File: src/rtl/mac_acc_drain.sv
// Accumulator read-out: snapshots four lanes on start and streams them as OUT_WIDTH-bit beats, LSB first.
// Optional feature macro: MAC_DRAIN_CKSUM_EN appends one XOR checksum beat after the data beats.
module mac_acc_drain #(
  parameter int MAC_MIN_WIDTH = 8,
  parameter int MAC_ACC_WIDTH = 4 * MAC_MIN_WIDTH,
  parameter int OUT_WIDTH     = MAC_MIN_WIDTH
) (
  input  logic                     clk,
  input  logic                     rst,
  input  logic                     start,
  input  logic [1:0]               mode,
  input  logic [MAC_ACC_WIDTH-1:0] acc0,
  input  logic [MAC_ACC_WIDTH-1:0] acc1,
  input  logic [MAC_ACC_WIDTH-1:0] acc2,
  input  logic [MAC_ACC_WIDTH-1:0] acc3,
  output logic [OUT_WIDTH-1:0]     out_data,
  output logic                     out_valid,
  input  logic                     out_ready,
  output logic                     out_last,
  output logic                     out_eop,
  output logic                     busy,
  output logic                     done
);

  localparam int BEATS  = 4 * MAC_ACC_WIDTH / OUT_WIDTH;
  localparam int LBEATS = MAC_ACC_WIDTH / OUT_WIDTH;
  localparam int CW     = (BEATS > 1) ? $clog2(BEATS) : 1;
  localparam logic [CW-1:0] LAST_BEAT = CW'(BEATS - 1);

  // Mode encodings shared with the MAC array.
  localparam logic [1:0] MAC_SINGLE = 2'd0;
  localparam logic [1:0] MAC_DUAL   = 2'd1;
  localparam logic [1:0] MAC_QUAD   = 2'd2;

`ifdef MAC_DRAIN_CKSUM_EN
  typedef enum logic [1:0] {IDLE, SEND, CKSUM} state_t;
`else
  typedef enum logic [1:0] {IDLE, SEND} state_t;
`endif

  state_t                     state, state_next;
  logic [4*MAC_ACC_WIDTH-1:0] snap;
  logic [1:0]                 mode_q;
  logic [CW-1:0]              beat;
  logic                       done_q;
  logic                       beat_last;
  logic [31:0]                k;
`ifdef MAC_DRAIN_CKSUM_EN
  logic [OUT_WIDTH-1:0]       cksum;
`endif

  // Valid/ready: a beat transfers on a cycle where out_valid && out_ready; while
  // out_valid is high and out_ready is low, data/last/eop are held unchanged.
  always_comb begin
    k = 32'(beat);
    case (mode_q)
      MAC_DUAL: beat_last = ((k % 32'(2 * LBEATS)) == 32'(2 * LBEATS - 1));
      MAC_QUAD: beat_last = (beat == LAST_BEAT);
      default:  beat_last = ((k % 32'(LBEATS)) == 32'(LBEATS - 1));
    endcase
  end

  always_ff @(posedge clk or posedge rst) begin
    if (rst) state <= IDLE;
    else     state <= state_next;
  end

  always_comb begin
    state_next = state;
    out_valid  = 1'b0;
    out_data   = '0;
    out_last   = 1'b0;
    out_eop    = 1'b0;
    case (state)
      IDLE: if (start) state_next = SEND;
      SEND: begin
        out_valid = 1'b1;
        out_data  = snap[beat*OUT_WIDTH +: OUT_WIDTH];
        out_last  = beat_last;
`ifdef MAC_DRAIN_CKSUM_EN
        if (out_ready && beat == LAST_BEAT) state_next = CKSUM;
`else
        out_eop   = (beat == LAST_BEAT);
        if (out_ready && beat == LAST_BEAT) state_next = IDLE;
`endif
      end
`ifdef MAC_DRAIN_CKSUM_EN
      CKSUM: begin
        out_valid = 1'b1;
        out_data  = cksum;
        out_last  = 1'b1;
        out_eop   = 1'b1;
        if (out_ready) state_next = IDLE;
      end
`endif
      default: state_next = IDLE;
    endcase
  end

  // Snapshot is only loaded from IDLE, so start while draining cannot disturb it.
  always_ff @(posedge clk or posedge rst) begin
    if (rst) begin
      snap   <= '0;
      mode_q <= '0;
      beat   <= '0;
      done_q <= 1'b0;
`ifdef MAC_DRAIN_CKSUM_EN
      cksum  <= '0;
`endif
    end else begin
      done_q <= 1'b0;
      case (state)
        IDLE: if (start) begin
          snap   <= {acc3, acc2, acc1, acc0};
          mode_q <= mode;
          beat   <= '0;
`ifdef MAC_DRAIN_CKSUM_EN
          cksum  <= '0;
`endif
        end
        SEND: if (out_ready) begin
`ifdef MAC_DRAIN_CKSUM_EN
          cksum <= cksum ^ out_data;
`endif
          if (beat == LAST_BEAT) begin
            beat <= '0;
`ifndef MAC_DRAIN_CKSUM_EN
            done_q <= 1'b1;
`endif
          end else begin
            beat <= beat + 1'b1;
          end
        end
`ifdef MAC_DRAIN_CKSUM_EN
        CKSUM: if (out_ready) done_q <= 1'b1;
`endif
        default: ;
      endcase
    end
  end

  assign busy = (state != IDLE);
  assign done = done_q;

endmodule
File: config.mk
export PLATFORM = sky130hd
export DESIGN_NAME = mac_acc_drain
export DESIGN_NICKNAME = d
export VERILOG_FILES = /design/src/rtl/mac_acc_drain.sv
export SDC_FILE = /design/constraint.sdc
export NUM_CORES = 1
export LEC_CHECK = 0
export CAP_MARGIN = 20
export CORE_UTILIZATION = 52
export CTS_BUF_LIST = sky130_fd_sc_hd__clkbuf_8
export DETAILED_ROUTE_END_ITERATION = 6
export PLACE_DENSITY = 0.83
export SYNTH_ARGS = -nofsm -noshare
export SYNTH_HDL_FRONTEND = slang
export SYNTH_SLANG_ARGS = --single-unit
File: constraint.sdc
create_clock -name clk -period 7.2 [get_ports clk]
set_clock_uncertainty 0.05 [all_clocks]
set_input_delay 2.16 -clock clk [delete_from_list [all_inputs] [get_ports clk]]
set_output_delay 2.16 -clock clk [all_outputs]
set_load 0.1 [all_outputs]
==> flow_summary.toml, run 1 <==
[synth]
synth.yosys.warnings = 0
synth_edf_count = 0
yosysUniqueCellTypes = 35
avgSynthCellArea_sq_um = 15.2
synthArstFlopShare_pct = 100
yosys_most_used_dff = "dfrtp_1"
ys_seq_area_share_pct = 53.8
synth_cells = 416
syn_area_sq_um = 6330
synth_nets = 554
synth_seq_cells = 136

[sta]
fin_setup_tns_ns = 0
min_period_ns = 5.71
drv_slew = 0
fmax_ghz = 0.175
setup_viol = 0
slew_headroom_pct = 31.0
rsz0062_at_grt = "no"
final-hold-violation-count = 0
post-route-period-util_pct = 79.3
tightest_slew_ns = 1.03

[worst_hold_path]
min_path_type = "flip-flop to flip-flop"
min_path_cells = 1

[place]
portBuffers = 146
gp_congestion = 0.799
dp_hpwl_um = 10400

[setup_path]
path_depth = 5
cp_common_cell = "o21ai_0"
slowest_stage = "clkdlybuf4s50_1"
r2r_cells = 3
start_kind = "flip-flop"
worstPathMaxFanout = 25
critical_path_required_ns = 4.99
crit_chain = "buf_4 > mux4_1 > o21ai_0 > o21ai_0 > clkdlybuf4s50_1"
crit_buf_inv = 2
cp_data_arrival_time_ns = 3.50
worstSetupPathType = "flip-flop to output port"
end_kind = "output port"
crit_family = "buffers and inverters"
cpPeakStageDelay_ns = 1.01

[clock_tree]
cts_made_buffers = 17
holdBufCountCts = 0
cts_tree = "done"
htreeDepth = 4
clkLatencyLatePin_ns = 0.43
cts_root_buf = "clkbuf_8"
cts_sinks = 136
postCtsSetupRepairBufs = 0
clock_path_buffers = 2
clk_pin_slew_worst_paths_ns = 0.07
postCtsResizedCells = 0

[routing]
avgRoutedWirePerCell_um = 20.2
viasPerCell = 5.70
drcViolationCount = 9
ant_nets = 0
drtIter0Drc = 183
num_vias = 4025
dr.pass1.iters = 6
totalWireLength_um = 14200

[power_and_ir_drop]
combPwrFrac_pct = 48.5
p_switching_w = 0.00161
p_sw_share_pct = 40.9
p_leak_nw = 3.32
power_density_nw_per_um2 = 485
p_int_w = 0.00233
peakVddDrop_v = 0.000269
power_w = 0.00394
clock_power_share_pct = 14.6
seq_power_share_pct = 36.8

[die]
num_rows = 39
die_area_sq_um = 12600
core-area_sq_um = 11700
start_util_pct = 54.3
die_h_um = 112
ios = 147
die_w_um = 112

[run]
maxCapViolCount = 0

[global_routing]
grt_pass1_vias = 4323
grt_pass1_wl_um = 22800
use_met3_pct = 5.62
antenna_found_initial = 0
grt_usage_pct = 24.4
met1_usage_pct = 31.1
grt_max_degree = 71
use_met2_pct = 40.2
grt_overflow = 0
busiest_layer = "met2"

[outcome]
violations = "DRC"
status = "finished with violations"

[layout]
diodes = 0
area_growth_pct = 28.2
nets = 691
layout-drive-gt1-share_pct = 28.1
final_util_pct = 69.6
per-stage QoR:
step / cells / worst slack, ns / hold slack [ns] / area [sq um]
after CTS: 706 / 1.47 / 0.435 / 8120
final: 706 / 1.49 / 0.435 / 8120
after global placement: 677 / 2.02 / 0.415 / 7760
after global routing: 706 / 1.31 / 0.467 / 8120
after floorplan: 416 / 1.35 / 0.399 / 6330
after detailed placement: 677 / 1.96 / 0.419 / 7760
area by class of cell:
type,instances,area (sq um)
clock buffers,22,303
clock inverters,7,55.1
fillers,835,3540
inverters,4,20.0
multi-input cells,244,2660
flip-flops and latches,136,3410
well taps,143,179
repair buffers,150,1490
placed cells by master (no fill, tap or decap), types with 2 or more instances in the layout:
cell type / synthesis / final
buf_4: 3 / 4
inv_1: 4 / 7
and3_1: 2 / 2
clkdlybuf4s50_1: 0 / 146
nor2b_1: 3 / 2
nand2_1: 8 / 8
and2_1: 3 / 3
a21o_1: 2 / 2
o21ai_0: 19 / 19
clkbuf_8: 0 / 22
mux4_1: 4 / 4
nor3b_1: 2 / 2
a221oi_1: 8 / 8
dfrtp_2: 0 / 2
o21ai_1: 3 / 3
mux2i_1: 24 / 24
ha_1: 4 / 4
mux4_2: 19 / 19
mux2_2: 106 / 106
nand2b_1: 3 / 3
clkinv_2: 0 / 2
dfrtp_1: 136 / 134
nor2_1: 2 / 2
mux2_1: 23 / 23
worst register-to-register path, stage by stage, from the launching register on:
cell and delay [ns]:
dfrtp_1 0.58, nor2b_4 0.55, buf_4 0.78, mux2_2 0.49
kinds of logic after synthesis:
logic type | Yosys count | synth area share [%]
compound gates | 38 | 3.79
fa+ha+maj | 4 | 0.791
buf+inv | 36 | 4.29
flops | 136 | 53.8
mux | 176 | 35.2
simple gates | 26 | 2.21
synthesized netlist by cell type, types with 4 or more instances:
cell | instances | share of area (%)
mux4_1 | 4 | 1.7
buf_6 | 12 | 2.1
ha_1 | 4 | 0.79
o21ai_0 | 19 | 1.5
inv_1 | 4 | 0.24
mux4_2 | 19 | 6.8
mux2_1 | 23 | 4.1
mux2i_1 | 24 | 3.8
buf_2 | 12 | 0.95
mux2_2 | 106 | 19
a221oi_1 | 8 | 1.1
nand2_1 | 8 | 0.47
dfrtp_1 | 136 | 54
layer usage:
layer / share of wire (%) / vias up
met5: 0 / -
met4: 2.8 / 0
met3: 4.5 / 29
met2: 50 / 121
met1: 43 / 2060
li1: - / 1815
power by group through the flow:
| stage | Clock [W] | Combinational [W] | Sequential, W |
|---|---|---|---|
| finish | 0.000576 | 0.00191 | 0.00145 |
| CTS | 0.000584 | 0.00192 | 0.00146 |
| floorplan | 0 | 0.00159 | 0.00131 |
| global route | 0.000619 | 0.00202 | 0.00150 |
| detailed placement | 0 | 0.00191 | 0.00147 |
| global placement | 0 | 0.00186 | 0.00144 |
path summary, 6_finish.rpt:
check	from	endpoint	slack, ns
worst max-delay path	beat[1]$_DFFE_PP0P_	out_data[1]	1.49
worst min-delay path	snap[92]$_DFFE_PP0P_	snap[92]$_DFFE_PP0P_	0.44
worst max register to register	state[0]$_DFFE_PP0P_	snap[109]$_DFFE_PP0P_	4.64
worst min register to register	snap[92]$_DFFE_PP0P_	snap[92]$_DFFE_PP0P_	0.44
max in group asynchronous	rst	snap[95]$_DFFE_PP0P_	3.66
min in group asynchronous	rst	snap[73]$_DFFE_PP0P_	2.11
state kept, by name (all words and copies together) (netlist names):
register / flops
state: 1
beat: 4
snap: 128
mode_q: 2
done: 1
Note: power is estimated with default switching activity, not from simulation.
==> run 2, diff against run 1 <==
CORE_UTILIZATION = 47   (was 52)
PLACE_DENSITY = 0.79   (was 0.83)
clock period = 4.9 ns   (was 7.2 ns; I/O delays follow)
==> flow_summary.toml, run 2 (same netlist as run 1, synthesis figures left out) <==
[power_and_ir_drop]
seq_power_share_pct = 34.9
peakVddDrop_v = 0.000548
clock_power_share_pct = 13.9
power_density_nw_per_um2 = 730
combPwrFrac_pct = 51.2
p_leak_nw = 3.39
p_int_w = 0.00365
p_switching_w = 0.00242
p_sw_share_pct = 39.9

[global_routing]
grt_overflow = 0
grt_max_degree = 65
grt_pass1_vias = 4420
grt_usage_pct = 22.3
antenna_found_initial = 0
grt_pass1_wl_um = 23400

[layout]
nets = 694
final_cell_mix = "clkdlybuf4s50_1 (136), dfrtp_1 (135), mux2_2 (106)"
regMostFlops = "snap"
largest_reg_flops = 128
mostFrequentLayoutCell = "clkdlybuf4s50_1"
reg_top3 = "snap: 128 flops, beat: 4 flops, mode_q: 2 flops"
finalNonFillerCells = 742
nFillCells = 997
diodes = 0
area_growth_pct = 31.2
layout-drive-gt1-share_pct = 30.0
final_area_sq_um = 8300

[clock_tree]
cts_made_buffers = 17
postCtsSetupRepairBufs = 0
cts_tree = "done"
clock_path_buffers = 2
holdBufCountCts = 0
cts_sinks = 136
htreeDepth = 4
cts_root_buf = "clkbuf_8"
clk_pin_slew_worst_paths_ns = 0.07
clkLatencyLatePin_ns = 0.44
postCtsResizedCells = 0

[sta]
slew_headroom_pct = 32.3
min_period_ns = 4.30
post-route-period-util_pct = 87.7
fmax_ghz = 0.233
final-hold-violation-count = 0
rsz0062_at_grt = "no"
setup_slack_ns = 0.603
hold_ws_ns = 0.436
drv_slew = 0
tightest_slew_ns = 1.02
setup_viol = 0

[setup_path]
cp_common_cell = "o21ai_0"
worstPathMaxFanout = 18
cp_data_arrival_time_ns = 2.78
slowest_stage = "dfrtp_1"
critical_path_required_ns = 3.38
reg2reg_from = "beat[1]$_DFFE_PP0P_"
start_kind = "flip-flop"
crit_chain = "mux4_1 > o21ai_0 > o21ai_0 > buf_12"
startpoint = "beat[1]$_DFFE_PP0P_"
worstSetupPathType = "flip-flop to output port"
cpPeakStageDelay_ns = 0.89
end_kind = "output port"

[place]
placed_cell_area_sq_um = 7950
gp_congestion = 0.800
dp_hpwl_um = 10500
post-place-cells = 713
dp_slack_ns = 1.01
portBuffers = 146

[routing]
num_vias = 4029
avgRoutedWirePerCell_um = 19.5
totalWireLength_um = 14400
drcViolationCount = 0
ant_nets = 0
dr.pass1.iters = 5
drtIter0Drc = 273
viasPerCell = 5.43

[die]
num_rows = 42
die_area_sq_um = 13900
start_util_pct = 48.0
ios = 147
core-area_sq_um = 13200
die_h_um = 118
die_w_um = 118

[worst_hold_path]
min_from = "snap[49]$_DFFE_PP0P_"
min_path_type = "flip-flop to flip-flop"

[run]
maxCapViolCount = 0

[outcome]
status = "completed"
-- run 2: changes by cell type in the layout (fill, tap and decap cells not counted), sizes merged --
cell,delta
clkdlybuf4s50,-10
buf,+13
clkinvlp,+1
inv,-1
-- run 2: final timing paths --
kind | slack, ns | to | cells after the start
setup / recovery | 0.60 | out_data[1] | 4
hold / removal | 0.44 | snap[49]$_DFFE_PP0P_ | 1
setup reg to reg | 2.60 | beat[3]$_DFFE_PP0P_ | 5
hold reg to reg | 0.44 | snap[49]$_DFFE_PP0P_ | 1
max in group asynchronous | 2.30 | snap[122]$_DFFE_PP0P_ | 3
min in group asynchronous | 1.38 | snap[66]$_DFFE_PP0P_ | 2
-- run 2: metal layers --
| metal | share of wire (%) | up-vias | global-route usage [%] |
|---|---|---|---|
| met5 | 0 | - | 0 |
| met4 | 2.9 | 0 | 10.3 |
| met3 | 4.9 | 27 | 5.18 |
| met2 | 49 | 120 | 35.4 |
| met1 | 43 | 2064 | 29.0 |
| li1 | - | 1818 | - |
-- run 2: layout make-up --
type	instances	area (sq um)	share of cell area (%)
Multi-Input combinational cell	244	2660	32.1
Clock buffer	22	303	3.65
Clock inverter	7	55.1	0.663
Timing Repair Buffer	153	1640	19.7
Inverter	4	18.8	0.226
Sequential cell	136	3400	41.0
Tap cell	176	220	2.65
-- run 2: power by group through the flow --
stage,Sequential (W),Clock (W),Combinational (W)
final,0.00212,0.000842,0.00311
after global routing,0.00219,0.000907,0.00327
after CTS,0.00211,0.000862,0.00313
after detailed placement,0.00213,0,0.00312
after global placement,0.00210,0,0.00305
after floorplan,0.00192,0,0.00234
-- run 2: per-stage QoR --
| stage | util, % | TNS [ns] | power, W |
|---|---|---|---|
| after floorplan | - | -0.721 | 0.00426 |
| after global placement | 60.2 | 0 | 0.00515 |
| after detailed placement | 60.2 | 0 | 0.00525 |
| after CTS | 63.0 | 0 | 0.00610 |
| after global routing | 63.0 | 0 | 0.00637 |
| final | 63.0 | 0 | 0.00607 |
-- run 2: worst max-delay path, delay by kind of cell, from the launching register on --
family / cells / cell delay [ns]
DFF: 1 / 0.89
muxes: 1 / 0.71
AOI/OAI and AO/OA: 2 / 0.50
buffers and inverters: 1 / 0.22
==> run 3, diff against run 2 <==
SETUP_SLACK_MARGIN = 0.05   (was default)
SKIP_LAST_GASP = 1   (was default)
==> results of run 3 <==
No change in the layout: final DEF, timing and power equal those of run 2.
